--- config.mk ---
export PLATFORM = sky130hd
export DESIGN_NAME = fetch_issue_unit
export DESIGN_NICKNAME = d
export VERILOG_FILES = /design/src/rtl/fetch_issue_unit.sv
export SDC_FILE = /design/constraint.sdc
export NUM_CORES = 1
export LEC_CHECK = 0
export ABC_AREA = 1
export BUFFER_PORTS_ARGS = -buffer_cell sky130_fd_sc_hd__buf_2
export CAP_MARGIN = 20
export CORE_ASPECT_RATIO = 1.5
export CORE_MARGIN = 5
export CORE_UTILIZATION = 35
export CTS_CLUSTER_DIAMETER = 100
export DETAILED_ROUTE_END_ITERATION = 10
export HOLD_SLACK_MARGIN = 0.06
export SETUP_SLACK_MARGIN = 0.15
export SLEW_MARGIN = 5
export SYNTH_ARGS = -nofsm -noshare
export SYNTH_HDL_FRONTEND = slang
export SYNTH_SLANG_ARGS = --single-unit
--- constraint.sdc ---
create_clock -name clk -period 3.4 [get_ports clk]
set_clock_uncertainty 0.15 [all_clocks]
set_input_delay 0.51 -clock clk [delete_from_list [all_inputs] [get_ports clk]]
set_output_delay 0.51 -clock clk [all_outputs]
set_load 0.02 [all_outputs]
--- src/rtl/fetch_issue_unit.sv ---
// fetch_issue_unit: in-order instruction fetch with credit-limited buffer, branch stall and redirect flush
module fetch_issue_unit #(
  parameter int ADDR_W   = 16,
  parameter int INSTR_W  = 16,
  parameter int DEPTH    = 2,
  parameter int PC_STEP  = 4,
  parameter int RESET_PC = 0
) (
  input  logic               clk,
  input  logic               rst,
  output logic               imem_req_valid,
  input  logic               imem_req_ready,
  output logic [ADDR_W-1:0]  imem_addr,
  input  logic               imem_rsp_valid,
  input  logic [INSTR_W-1:0] imem_rsp_data,
  output logic               if_valid,
  input  logic               if_ready,
  output logic [INSTR_W-1:0] if_instr,
  output logic [3:0]         if_op,
  output logic [ADDR_W-1:0]  if_pc,
  input  logic               redirect_valid,
  input  logic [ADDR_W-1:0]  redirect_pc,
  input  logic               branch_nt,
  output logic               fetch_busy
);
  localparam int CW = $clog2(DEPTH + 1);
  localparam int PW = DEPTH > 1 ? $clog2(DEPTH) : 1;
  localparam logic [3:0] OP_BR = 4'b1100;
  typedef enum logic {RUN, BR_WAIT} state_t;
  state_t state, state_n;
  logic [ADDR_W-1:0] pc;
  logic [CW-1:0] outstanding, occupancy, discard;
  logic [CW+1:0] used;
  logic [PW-1:0] rd_ptr, wr_ptr, pq_rd, pq_wr;
  logic [INSTR_W-1:0] buf_instr [DEPTH];
  logic [ADDR_W-1:0] buf_pc [DEPTH];
  logic [ADDR_W-1:0] pc_q [DEPTH];
  logic accept, take, wr, pop;

  function automatic logic [PW-1:0] inc(input logic [PW-1:0] p);
    return p == PW'(DEPTH - 1) ? '0 : p + 1'b1;
  endfunction

  // every issued request, buffered word and word still to drop holds one credit
  assign used = (CW+2)'(outstanding) + (CW+2)'(occupancy) + (CW+2)'(discard);
  assign imem_req_valid = !rst && state == RUN && used < (CW+2)'(DEPTH) && !redirect_valid;
  assign imem_addr = pc;
  assign accept = imem_req_valid && imem_req_ready;
  assign take = imem_rsp_valid && discard == '0;
  assign wr = take && !redirect_valid;
  assign if_valid = occupancy != '0;
  assign pop = if_valid && if_ready;
  assign if_instr = buf_instr[rd_ptr];
  assign if_op = if_instr[INSTR_W-1 -: 4];
  assign if_pc = buf_pc[rd_ptr];
  assign fetch_busy = outstanding != '0 || discard != '0;

  always_comb
    state_n = redirect_valid ? RUN :
              (state == RUN && wr && imem_rsp_data[INSTR_W-1 -: 4] == OP_BR) ? BR_WAIT :
              (state == BR_WAIT && branch_nt) ? RUN : state;

  always_ff @(posedge clk or posedge rst)
    if (rst) state <= RUN;
    else state <= state_n;

  always_ff @(posedge clk or posedge rst) begin
    if (rst) begin
      pc <= ADDR_W'(RESET_PC);
      outstanding <= '0;
      occupancy <= '0;
      discard <= '0;
      rd_ptr <= '0;
      wr_ptr <= '0;
      pq_rd <= '0;
      pq_wr <= '0;
    end else if (redirect_valid) begin
      pc <= redirect_pc;
      outstanding <= '0;
      occupancy <= '0;
      rd_ptr <= '0;
      wr_ptr <= '0;
      pq_rd <= '0;
      pq_wr <= '0;
      discard <= discard + outstanding - CW'(imem_rsp_valid);
    end else begin
      if (accept) begin
        pc <= pc + ADDR_W'(PC_STEP);
        pq_wr <= inc(pq_wr);
      end
      if (take) pq_rd <= inc(pq_rd);
      if (wr) wr_ptr <= inc(wr_ptr);
      if (pop) rd_ptr <= inc(rd_ptr);
      outstanding <= outstanding + CW'(accept) - CW'(take);
      occupancy <= occupancy + CW'(wr) - CW'(pop);
      discard <= discard - CW'(imem_rsp_valid && discard != '0);
    end
  end

  always_ff @(posedge clk) begin
    if (accept) pc_q[pq_wr] <= pc;
    if (wr) begin
      buf_instr[wr_ptr] <= imem_rsp_data;
      buf_pc[wr_ptr] <= pc_q[pq_rd];
    end
  end
endmodule

==> results of run 1 <==
## state kept, by name, summed over array words and instances (netlist names)
| name | flops |
|---|---|
| rd_ptr | 1 |
| pq_wr | 1 |
| state | 1 |
| pc_q | 32 |
| discard | 2 |
| buf_pc | 32 |
| outstanding | 2 |
| buf_instr | 32 |
| pq_rd | 1 |
| imem_addr | 16 |
| wr_ptr | 1 |
| occupancy | 2 |
## worst max-delay path by stage
| stage | to | slack [ns] | depth (start not counted) |
|---|---|---|---|
| after floorplan | pc_q[1][0] | 0.42 | 8 |
| after global placement | pc_q[0][11] | 0.78 | 9 |
| after detailed placement | pc_q[0][9] | 0.72 | 9 |
| after CTS | imem_req_valid | 0.41 | 8 |
| after global routing | imem_req_valid | 0.35 | 8 |
| final | imem_req_valid | 0.45 | 8 |
## report_power, final
part           switching (uW)  total [uW]  internal, uW
Clock                     617        1610           992
Combinational             949        1470           518
Sequential                200        2100          1900
## metrics by stage
step                      instances  setup WS [ns]  hold slack [ns]
after floorplan                 475          0.420            0.332
after global placement          755          0.781            0.382
after detailed placement        755          0.718            0.392
after CTS                       787          0.412            0.120
after global routing            789          0.352            0.126
final                           789          0.453            0.141
## cells in the final DEF (no fill, tap or decap), drive strengths merged
master,count
a21oi,1
nor4,1
xnor2,4
nand2b,1
a21o,1
nand4,4
edfxtp,96
buf,101
clkbuf,19
bufinv,1
nor2,26
nand2,174
clkinvlp,5
or2,2
nand3,40
xor2,3
fa,1
dlygate4sd3,1
o21ai,6
o21bai,3
inv,38
dfrtp,27
mux2,16
clkinv,8
ha,10
o21a,1
## critical path: cells and delay by family, from the launching register on
kind	cells	cell delay, ns
fa+ha+maj	2	0.84
buf+inv	4	0.36
flops	1	0.39
simple gates	2	0.28
## kinds of logic after synthesis
family	after synthesis	share of synthesized area
and+or+nand+nor	248	0.195
AOI/OAI and AO/OA	12	0.0143
DFF	123	0.669
muxes	16	0.0338
adders and majority gates	11	0.0273
xor gates and xnor gates	7	0.0115
buffers and inverters	58	0.0491
## area by class of cell
type	count	area, um2
multi-input cells	294	1520
fillers	1461	8440
repair buffers	102	556
clock buffers	19	433
inverters	39	146
well taps	199	249
flip-flops and latches	123	3560
clock inverters	13	104
## synth_stat cells
cell type	number
o21a_1	1
or2_2	2
nor2_2	4
a21oi_1	1
o21bai_2	1
o21ai_1	1
nor2_1	20
clkinv_1	1
edfxtp_1	96
o21ai_0	5
nor2_4	2
nand4_1	3
fa_1	1
nand3_1	39
nand3_2	1
xor2_1	3
dfrtp_1	27
nand4_2	1
nand2b_1	1
nor4_1	1
nand2_2	1
inv_1	37
nand2_1	173
a21o_1	1
clkbuf_1	3
inv_2	1
xnor2_1	4
o21bai_1	2
buf_6	1
buf_4	7
mux2_2	16
buf_2	8
ha_1	10
## per-layer routing
metal  track usage  share of wire
met3        0.0315          0.036
met5             0              0
met4        0.0560          0.018
met1         0.136           0.39
met2         0.234           0.55
==> flow_summary.yaml, run 1 <==
routing:
  drc: 0
  first_pass_iters: 5
  ant_nets: 0
  wire_per_inst_um: 14.0
  viasPerCell: 4.57
  drtIter0Drc: 162
  wl_um: 11100
  vias: 3602
timing:
  rsz0062_at_grt: "false"
  fin_crit_sh: 0.867
  hold_viol_final: 0
  period_needed_ns: 2.95
  worstMarginPinSlew_ns: 0.740
  setup_viol: 0
  slew_violations: 0
  max_freq_mhz: 339
  slew_headroom: 0.506
  fin_tns_setup_ns: 0
setup_path:
  critPathSlowestCell: "fa_1"
  timing.rr.start: "outstanding[1]"
  crit_chain: "inv_1, fa_1, inv_1, ha_1, nor2_2, nand3_2, inv_1, buf_2"
  required_ns: 2.74
  path_common_cell: "inv_1"
  cp-end-kind: "primary output"
  r2r-end: "pc_q[0][11]"
  ff2ff_setup_slack_ns: 0.71
  crit_type: "flip-flop to primary output"
  cp_max_fo: 4
  crit_start: "outstanding[1]"
  start_kind: "flip-flop"
  cp.arrival_ns: 2.29
  critical-path-max-stage-delay_ns: 0.55
  ff2ff_path_depth: 9
min_path:
  holdPathStages: 2
  worstHoldStart: "branch_nt"
  min_to: "state"
  hold_class: "input port to flip-flop"
grt:
  grt_max_degree: 35
  antenna_found_initial: 0
  grt_pass1_vias: 3761
  grt_overflow: 0
  grt_pass1_wl_um: 18100
  grtUsageTotal: 0.127
power:
  finalPower_uw: 5170
  leakage_uw: 0.00287
  peakVddDrop_v: 0.000303
  power.density_nw_per_um2: 788
floorplanning:
  die-height_um: 161
  initial_utilization: 0.355
  io_pins: 94
  core_area_um2: 15000
  die_w_um: 111
  core.rowCount: 55
  dieArea_um2: 17800
clock_tree:
  cts_buffers: 17
  cts.sinks: 123
  cts_tree: "done"
  post_cts_buffers: 0
  h-tree-depth: 4
  clkTransAtPathRegs_ns: 0.06
  cts_max_path_buffers: 2
  cts_repair_resize_count: 0
  cts_root_buf: "clkbuf_16"
  clk_latency_ns: 0.40
  hold_buffers: 0
placed_design:
  postPlaceCellArea_um2: 5990
  port_buffers: 93
  place_congestion: 0.805
  hpwl_um: 7640
layout:
  final_layout_size_suffix_gt1_frac: 0.271
  post-route-util: 0.438
  final_area_um2: 6560
  antennaDiodeCount: 0
  nNetsFinal: 627
  syn_to_final_growth_pct: 23.3
logic_synthesis:
  synth_cells: 475
  yosys.area.top_type: "edfxtp_1"
  ys_seq_area_frac: 0.669
  synth_nets: 525
  synth_area_leaders: "edfxtp_1 54%, dfrtp_1 13%, nand2_1 12%, nand3_1 3.7%, mux2_2 3.4%"
  ys_seq_elements: 123
  synth_area_um2: 5320
  yosysWarnings: 0
  synthDistinctLibCells: 33
  yosys.area.top_type_share: 0.542
  syn_avg_cell_area_um2: 11.2
run:
  cap_violations: 0
status:
  status: "finished clean"
Note: power is estimated with default switching activity, not from simulation.
==> inputs of run 2 (changes only) <==
Settings changed: ABC_AREA 1 to unset, CORE_UTILIZATION 35 to 30.
==> flow_summary.yaml, run 2 <==
status:
  status: "finished clean"
floorplanning:
  io_pins: 94
  core_area_um2: 16800
  die-height_um: 170
  initial_utilization: 0.305
  core.rowCount: 58
  die_w_um: 117
  dieArea_um2: 19800
routing:
  viasPerCell: 4.61
  wl_um: 10900
  vias: 3026
  drc: 0
  first_pass_iters: 4
  wire_per_inst_um: 16.5
  drtIter0Drc: 221
  ant_nets: 0
logic_synthesis:
  synth_nets: 373
  ys_seq_elements: 123
  synth_cells: 323
  yosys.area.top_type: "edfxtp_1"
  yosys.area.top_type_share: 0.564
  synthMostInstantiatedCell: "edfxtp_1"
  synth_common_cells: "96 x edfxtp_1, 50 x mux2_2, 27 x dfrtp_1"
  syn_avg_cell_area_um2: 15.8
  ys.flop_type: "edfxtp_1"
  synthDistinctLibCells: 38
  ys_seq_area_frac: 0.696
  yosysWarnings: 0
  synth_area_leaders: "edfxtp_1 56%, dfrtp_1 13%, mux2_2 11%, ha_1 2.4%, a221o_1 2.0%"
  synth_edf_count: 96
  synth_area_um2: 5110
  synthArstFlopShare: 0.220
layout:
  final_area_um2: 6550
  mostFrequentLayoutCell: "edfxtp_1"
  fin_cells: 657
  post-route-util: 0.391
  fillCellCount: 1537
  layout_common_cells: "96 x edfxtp_1, 92 x buf_2, 50 x mux2_2"
  multi_input_area_um2: 1470
  reg_top3: "buf_instr: 32 flops, buf_pc: 32 flops, pc_q: 32 flops"
  syn_to_final_growth_pct: 28.2
  nNetsFinal: 484
  antennaDiodeCount: 0
  final_layout_size_suffix_gt1_frac: 0.450
  regArea_um2: 3560
placed_design:
  port_buffers: 93
  place_inst: 617
  hpwl_um: 7500
  postPlaceCellArea_um2: 5830
  place_congestion: 0.793
clock_tree:
  h-tree-depth: 4
  cts_buffers: 17
  cts.sinks: 123
  clkTransAtPathRegs_ns: 0.06
  cts_tree: "done"
  cts_max_path_buffers: 2
  cts_root_buf: "clkbuf_16"
  clk_latency_ns: 0.40
setup_path:
  critical-path-max-stage-delay_ns: 0.54
  cp.arrival_ns: 2.54
  cp_max_fo: 2
  start_kind: "flip-flop"
  cp-end-kind: "primary output"
  required_ns: 2.74
  path_common_cell: "inv_2"
  crit_type: "flip-flop to primary output"
  path_buf_inv: 3
  cp_top_family: "simple AND/OR/NAND/NOR gates"
  crit_chain: "inv_2, fa_1, inv_2, ha_4, or4_4, nor3b_4, buf_6"
  critPathSlowestCell: "fa_1"
timing:
  hold_viol_final: 0
  setup_viol: 0
  fin_crit_sh: 0.942
  holdWs_ns: 0.141
  worstMarginPinSlew_ns: 0.742
  period_needed_ns: 3.20
  fin_tns_setup_ns: 0
  max_freq_mhz: 312
  rsz0062_at_grt: "true"
  slew_violations: 0
  slew_headroom: 0.505
grt:
  grt_overflow: 0
  antenna_found_initial: 0
  grtUsageTotal: 0.114
  grt_max_degree: 33
  grt_pass1_vias: 3336
  grt_pass1_wl_um: 17300
min_path:
  hold_class: "input port to flip-flop"
power:
  peakVddDrop_v: 0.000319
  power.density_nw_per_um2: 807
  leakage_uw: 0.00255
run:
  cap_violations: 0
==> run 2: cell count changes after synthesis, sizes merged, moves of 7 or more <==
cell	previous run	this run
a221o	0	10
buf	16	6
clkbuf	3	10
inv	38	12
mux2	16	50
nand2	174	9
nand3	40	9
nor2	26	17
nor3	0	7
==> run 2: timing repair <==
action,in CTS,in global routing
pin swaps,5,5
setup endpoints to repair,1,20
resized for setup,7,3
hold buffers,0,1
cloned,0,0
setup buffers,4,2
endpoints found under the hold margin,0,5
==> run 2: layout make-up <==
cell class                      instances  area share
Sequential cell                       123       0.543
Clock buffer                           19      0.0661
Inverter                               12     0.00687
Multi-Input combinational cell        172       0.224
Tap cell                              210      0.0401
Timing Repair Buffer                  108      0.0932
Clock inverter                         13      0.0271
==> run 2: logic make-up after synthesis <==
kind of cell               Yosys count  synth area share
AOI/OAI and AO/OA                   30            0.0470
adders and majority gates           11            0.0284
buffers and inverters               28            0.0240
DFF                                123             0.696
xor gates and xnor gates            10            0.0171
and+or+nand+nor                     69            0.0736
muxes                               52             0.114
==> run 2: worst reg2reg max path: stages, from the launching register on <==
cell and delay (ns):
dfrtp_1 0.36, inv_2 0.05, fa_1 0.54, inv_2 0.05, ha_4 0.20, or4_4 0.52
buf_6 0.16, nor2_8 0.10, inv_2 0.05, ha_1 0.26, inv_1 0.04, ha_1 0.18
xnor2_1 0.16, xnor2_1 0.14, nor2_1 0.06
==> run 2: metrics by stage <==
| stage | setup slack [ns] | total power [uW] |
|---|---|---|
| after global routing | 0.119 | 5560 |
| after global placement | 0.246 | 3320 |
| after floorplan | 0.150 | 2950 |
| final | 0.197 | 5290 |
| after CTS | 0.135 | 5290 |
| after detailed placement | 0.172 | 3370 |
==> run 2: final timing paths <==
path                                   from         endpoint  slack, ns  depth (start not counted)
min                        imem_rsp_data[4]  buf_instr[0][4]       0.14                          1
max reg2reg                      discard[1]   outstanding[1]       0.28                         14
min reg2reg                    imem_addr[1]       pc_q[1][1]       0.35                          0
max in group asynchronous               rst     imem_addr[1]       2.20                          4
max                              discard[1]   imem_req_valid       0.20                          7
min in group asynchronous               rst     occupancy[1]       0.48                          3
==> run 2: report_power, final <==
part | internal [uW] | switching [uW] | leakage, uW
logic | 628 | 790 | 0.00106
registers | 1860 | 166 | 0.00121
clock network | 1220 | 626 | 0.000285
total | 3700 | 1580 | 0.00255
==> run 2: metal layers <==
| layer | part of all wire | global-route usage | vias up |
|---|---|---|---|
| li1 | - | - | 1451 |
| met1 | 0.38 | 0.122 | 1487 |
| met2 | 0.56 | 0.208 | 74 |
| met3 | 0.045 | 0.0309 | 14 |
| met4 | 0.020 | 0.0464 | 0 |
| met5 | 0 | 0 | - |
